File: config.mk
export PLATFORM = sky130hd
export DESIGN_NAME = gray_code_counter
export DESIGN_NICKNAME = d
export VERILOG_FILES = /design/src/rtl/gray_code_counter.sv
export SDC_FILE = /design/constraint.sdc
export NUM_CORES = 1
export LEC_CHECK = 0
export BUFFER_PORTS_ARGS = -buffer_cell sky130_fd_sc_hd__buf_2
export CORE_MARGIN = 8
export CORE_UTILIZATION = 43
export CTS_CLUSTER_SIZE = 16
export DETAILED_ROUTE_END_ITERATION = 6
export PLACE_DENSITY = 0.72
export SLEW_MARGIN = 0
export SYNTH_ARGS = -nofsm -noshare
export SYNTH_HDL_FRONTEND = slang
export SYNTH_SLANG_ARGS = --single-unit
File: constraint.sdc
create_clock -name clk -period 1.7 [get_ports clk]
set_clock_uncertainty 0.05 [all_clocks]
set_input_delay 0.34 -clock clk [delete_from_list [all_inputs] [get_ports clk]]
set_output_delay 0.34 -clock clk [all_outputs]
set_load 0.05 [all_outputs]
File: src/rtl/gray_code_counter.sv
// rtl/gray_code_counter.sv - registered up/down Gray-code counter with load, wrap or saturate
//
// Keeps the count in binary internally and registers both the binary value
// and its Gray encoding on the same edge, so Ngray never glitches.
//
// Parameters:
//   WIDTH  counter width in bits (2..16)
//   WRAP   1 = modular wrap at the ends, 0 = saturate at 0 and 2^WIDTH-1
//
// Ports:
//   clk    in   rising-edge clock
//   reset  in   asynchronous active-high reset; clears Nbin, Ngray, wrap
//   en     in   count enable, one step per clock while high
//   up     in   direction: 1 = increment, 0 = decrement
//   load   in   synchronous parallel load of Dgray (beats en)
//   Dgray  in   Gray-coded load value
//   Ngray  out  registered Gray code of the count
//   Nbin   out  registered binary count
//   tc     out  terminal count in the current direction (combinational)
//   wrap   out  one-cycle pulse after an edge that wrapped

module gray_code_counter #(
    parameter int WIDTH = 4,
    parameter bit WRAP  = 1'b1
) (
    input  logic             clk,
    input  logic             reset,
    input  logic             en,
    input  logic             up,
    input  logic             load,
    input  logic [WIDTH-1:0] Dgray,
    output logic [WIDTH-1:0] Ngray,
    output logic [WIDTH-1:0] Nbin,
    output logic             tc,
    output logic             wrap
);

    localparam logic [WIDTH-1:0] MAX  = {WIDTH{1'b1}};
    localparam logic [WIDTH-1:0] ZERO = '0;
    localparam logic [WIDTH-1:0] ONE  = {{(WIDTH-1){1'b0}}, 1'b1};

    // Gray to binary: each binary bit is the XOR of all Gray bits at or above it.
    function automatic logic [WIDTH-1:0] gray2bin(input logic [WIDTH-1:0] g);
        logic [WIDTH-1:0] b;
        b[WIDTH-1] = g[WIDTH-1];
        for (int i = WIDTH - 2; i >= 0; i--) begin
            b[i] = b[i+1] ^ g[i];
        end
        return b;
    endfunction

    logic             at_max;
    logic             at_zero;
    logic [WIDTH-1:0] next_bin;
    logic             next_wrap;

    assign at_max  = (Nbin == MAX);
    assign at_zero = (Nbin == ZERO);

    // tc follows up directly so a direction change shows immediately.
    assign tc = (up & at_max) | (~up & at_zero);

    always_comb begin
        next_bin  = Nbin;
        next_wrap = 1'b0;
        if (load) begin
            next_bin = gray2bin(Dgray);
        end else if (en) begin
            if (up) begin
                if (!at_max) begin
                    next_bin = Nbin + ONE;
                end else if (WRAP) begin
                    next_bin  = ZERO;
                    next_wrap = 1'b1;
                end
            end else begin
                if (!at_zero) begin
                    next_bin = Nbin - ONE;
                end else if (WRAP) begin
                    next_bin  = MAX;
                    next_wrap = 1'b1;
                end
            end
        end
    end

    // Ngray is encoded from next_bin before the edge so both outputs are
    // plain flops with no decode logic behind them.
    always_ff @(posedge clk or posedge reset) begin
        if (reset) begin
            Nbin  <= '0;
            Ngray <= '0;
            wrap  <= 1'b0;
        end else begin
            Nbin  <= next_bin;
            Ngray <= next_bin ^ (next_bin >> 1);
            wrap  <= next_wrap;
        end
    end

endmodule
# Word level (Yosys, flattened, before mapping)
# Index checks and enable logic that the tools add are counted.
[word_totals]
inputBits = 9
regBits = 9
elab_cells = 25
out_inout_bits = 10
[classes]
eq_ne = 1
n_reduce_logical = 1
n_mux = 10
addsub = 2
bitwise = 8
[op_table]
columns = ["operator", "n"]
rows = [
  ["2-to-1 mux 4 bit", 5],
  ["2-to-1 mux 1 bit", 5],
  ["adder 4 x 1 -> 4 bit, second input constant", 1],
  ["== test 4 bit, second input constant", 1],
  ["logical NOT 4 bit", 1],
  ["subtractor 4 x 1 -> 4 bit, second input constant", 1],
  ["XOR 4 x 3 -> 4 bit", 1],
  ["XOR 1 bit", 3],
  ["AND 1 bit", 2],
  ["inverter 1 bit", 1],
  ["bitwise OR 1 bit", 1],
]

# Depth between registers and ports, before layout
[depth]
word_depth = 6
ltp_mapped = 6
depth_no_buf = 6

# Worst setup path before layout
# OpenSTA, ideal clock, no wires.
[synth_path]
kind = "reg2reg"
start = "register Nbin[0]"
end = "register Ngray[1]"
synth_period_minus_slack_ns = 2.161
arrival_ns = 1.975
path_stages_with_launch = 7
setup_ns = 0.137
required_ns = 1.513
slack_ns = -0.461
cell_sequence = "dfrtp_1 > inv_1 > ha_1 > mux2_4 > a32o_1 > or2_4 > xor2_1"
[synth_via]
elab_chain_cells = 6
elab_cells_between_ends = 10
cone_classes = "2 x add/sub; 1 x eq/ne; 5 x mux; 1 x bitwise; 1 x reduce/logical"
[synth_lines]
columns = ["element", "line_no", "text"]
rows = [
  ["start, declared", "33", "output logic [WIDTH-1:0] Nbin,"],
  ["start signal, assigned", "95", "Nbin <= next_bin;"],
  ["subtractor 4 x 1 -> 4 bit (tied with other cells)", "78", "next_bin = Nbin - ONE;"],
  ["2-to-1 mux 4 bit, on equally long branches", "77, 70", ""],
  ["2-to-1 mux 4 bit *", "69", "if (up) begin"],
  ["2-to-1 mux 4 bit *", "68", "end else if (en) begin"],
  ["2-to-1 mux 4 bit *", "66", "if (load) begin"],
  ["net next_bin[2]", "54", "logic [WIDTH-1:0] next_bin;"],
  ["XOR 4 x 3 -> 4 bit *", "96", "Ngray <= next_bin ^ (next_bin >> 1);"],
  ["end signal, assigned", "96", ""],
  ["end, declared", "32", "output logic [WIDTH-1:0] Ngray,"],
]
# Mark *: on every way through the listed nets, which the timed path passes. The rest lies on a longest branch.

# Worst setup path in the final report
[layout_path]
start = "register Nbin[1]"
end = "output tc"
[layout_via]
elab_chain_cells = 3
elab_cells_between_ends = 5
cone_classes = "1 x eq/ne; 3 x bitwise; 1 x reduce/logical"
[layout_lines]
columns = ["element", "line_no", "text"]
rows = [
  ["== test 4 bit or logical NOT 4 bit (tied branches)", "57, 58", ""],
  ["AND 1 bit", "61", "assign tc = (up & at_max) | (~up & at_zero);"],
  ["bitwise OR 1 bit *", "61", ""],
  ["end, declared", "34", "output logic tc,"],
]
# Every way passes the cells marked *; elsewhere a longest branch is shown, timed or not.

==> metrics.md <==
| Metric | Value |
|---|---|
| All-Layer GR Usage | `11.0%` |
| Area leader, netlist | `dfrtp_1` |
| Remaining Overflow, GRT | `0` |
| Synth async-reset ratio | `100%` |
| Sink Count | `8` |
| Yosys top cell area share | `33.9%` |
| Worst Path Max Fanout | `4` |
| Period utilization | `108%` |
| Largest net degree at the start of global routing | `13` |
| Drt drc | `0` |
| Routed Antenna Nets | `0` |
| Netlist area before placement | `591 sq um` |
| Setup TNS | `-318 ps` |
| Hold_sp | `Dgray[3]` |
| Die Area | `0.00282 sq mm` |
| Vias/cell | `just over 5` |
| Core footprint | `roughly 0.0013 sq mm` |
| Worst path required time | `roughly 1300 ps` |
| Main flop type after synthesis | `dfrtp_1` |
| #FFs+latches synth | `8` |
| Initial core utilization | `between 40% and 50%` |
| TritonCTS clock tree | `yes` |
| Rows | `13` |
| RD Place Congestion | `0.824` |
| Max cap viols | `0` |
| RSZ-0062 raised after global routing | `yes` |
| Hold path depth | `3` |
| Die W | `between 50 and 60 um` |
| Synthesis-to-finish area growth | `46.6%` |
| Final core utilization | `67.4%` |
| First-pass GRT wire length | `about 2400 um` |
| Final slew viol count | `0` |
| Clock latency at the later pin of the worst-skew pair | `240 ps` |
| Post-synth EDFFs | `0` |
| CTS buffer count | `3` |
| Synth Area per Inst | `approximately 10 sq um` |
| Final nets | `100` |
| Worst reg-to-reg path cell count | `5` |
| Fin cells | `102` |
| Final setup viols | `4` |
| Syn Nets | `between 60 and 70` |
| Leakage power total | `approximately 0.41 nW` |
| Wire per inst | `14.0 um` |
| Routed via count | `528` |
| Top cells by count, synth | `dfrtp_1, a21oi_1, inv_1, xor2_1, nor3b_1` |
| Slew HR | `about four fifths` |
| CP Capture Type | `output pin` |
| DIE HEIGHT | `53.1 um` |
| Critical path origin | `Nbin[1]` |
| Drt pass-1 iters | `4` |
| # H-tree levels | `1` |
| Most instantiated library cell after synthesis | `dfrtp_1` |
| RR Startpoint | `Nbin[1]` |
| Post-synthesis sequential area ratio | `33.9%` |
| Nature of the critical path startpoint | `register` |
| Synth cell types | `36` |
| FMAX | `0.543 GHz` |
| Arr. time, crit path | `1450 ps` |
| Hold Path End | `Nbin[3]` |
| Clk pin slew, worst setup/hold paths | `50 ps` |
| Max clock buf depth | `2` |
| HP Class | `primary input to register` |
| Outcome | `complete, but fails checks` |
| R2R Path End | `Ngray[2]` |
| DRT iter0 DRCs | `1` |
| Min Tclk post-route | `1840 ps` |
| Final hold violations | `0` |
| Initial antenna violation count | `0` |
| Max VDD drop | `0.000669 V` |
| Clock Tree Root | `clkbuf_4` |
| Cell area power density | `1070 mW/mm^2` |
| Yosys warning count | `0` |
| Ports | `19` |
| Vias in the first global route | `540` |
| Dominant cells by area after synthesis | `dfrtp_1, xor2_1, ha_1, nor3b_1, xnor3_1` |
| HPWL after detailed placement | `1060 um` |
| Port bufs | `18` |
| Number of antenna diodes | `0` |
| Layout cell share with drive strength beyond 1 | `between 50% and 60%` |
| Slew @ Worst Pin | `roughly 310 ps` |
| FF-to-FF setup slack | `-110 ps` |
| Gate Count Post-Synth | `57` |
| CP Class | `register to output pin` |
| Placed cell count | `94` |
| WL final | `1430 um` |
| Failing checks | `setup timing` |
| Setup ws final | `-141 ps` |
state kept, by name, indices dropped and copies added, names as in the netlist:
signal and count:
Nbin 4, Ngray 3, wrap 1
through the flow:
stage	hold WS, ps	setup slack [ps]	area (sq um)	power [mW]
2_1_floorplan	105	-178	623	0.621
3_3_place_gp	245	-30.4	762	0.742
3_5_place_dp	246	-51.3	762	0.744
4_1_cts	331	-134	850	0.928
5_1_grt	359	-219	866	0.981
6_report	338	-141	866	0.926
layout make-up:
class                           count  area [sq um]
Clock buffer                        3          22.5
Fill cell                         105           419
Sequential cell                     8           205
Inverter                            4          15.0
Tap cell                           15          18.8
Multi-Input combinational cell     42           412
Timing Repair Buffer               30           193
kinds of logic (layout without fill, tap and decap cells):
kind of cell             after synthesis  after routing  synth area share, %
AND/OR/NAND/NOR                       19             19                 21.0
AO/OA/AOI/OAI                         14             14                 20.8
multiplexers                           1              1                 2.54
adder cells (fa/ha/maj)                2              2                 4.24
flip-flops                             8              8                 33.9
XOR/XNOR                               6              6                 11.2
buffers and inverters                  7             37                 6.35
routing by layer:
layer / global-route usage [%] / vias up / share of wire (%)
li1: - / 267 / -
met1: 12.7 / 249 / 44
met2: 18.2 / 12 / 48
met3: 3.36 / 0 / 7.6
met4: 5.04 / 0 / 0
met5: 0 / - / 0
power breakdown:
group | switching, mW | internal, mW
registers | 0.0328 | 0.234
logic | 0.317 | 0.205
clock network | 0.0567 | 0.0802
total | 0.407 | 0.519
worst max path at each step:
stage               end  slack [ps]  cells after the start
6_report             tc        -140                      5
3_3_place_gp   Ngray[1]         -30                      5
3_5_place_dp   Ngray[1]         -50                      5
4_1_cts              tc        -130                      5
2_1_floorplan  Ngray[1]        -180                      6
5_1_grt              tc        -220                      5
repair_timing:
action,4_1_cts,5_1_grt
endpoints found under the setup margin,3,5
resized for setup,5,2
pin swaps,0,0
setup buffers,4,0
endpoints found under the hold margin,8,0
hold buffers,1,0
cell usage in the layout (no fill, tap or decap), types with 2 or more instances in the layout:
cell	instances
nand2_1	2
dfrtp_2	4
inv_2	2
nor2_1	2
buf_2	17
a21oi_1	4
dfrtp_1	4
nor3b_1	2
xor2_1	4
clkbuf_4	3
buf_4	11
inv_1	2
worst max-delay path, stage by stage, from the launching register on:
cell and delay (ps):
dfrtp_2 430, inv_2 80, ha_4 140, nor4b_4 210, nand2b_4 190, buf_8 150
(Power assumes the default switching activity.)
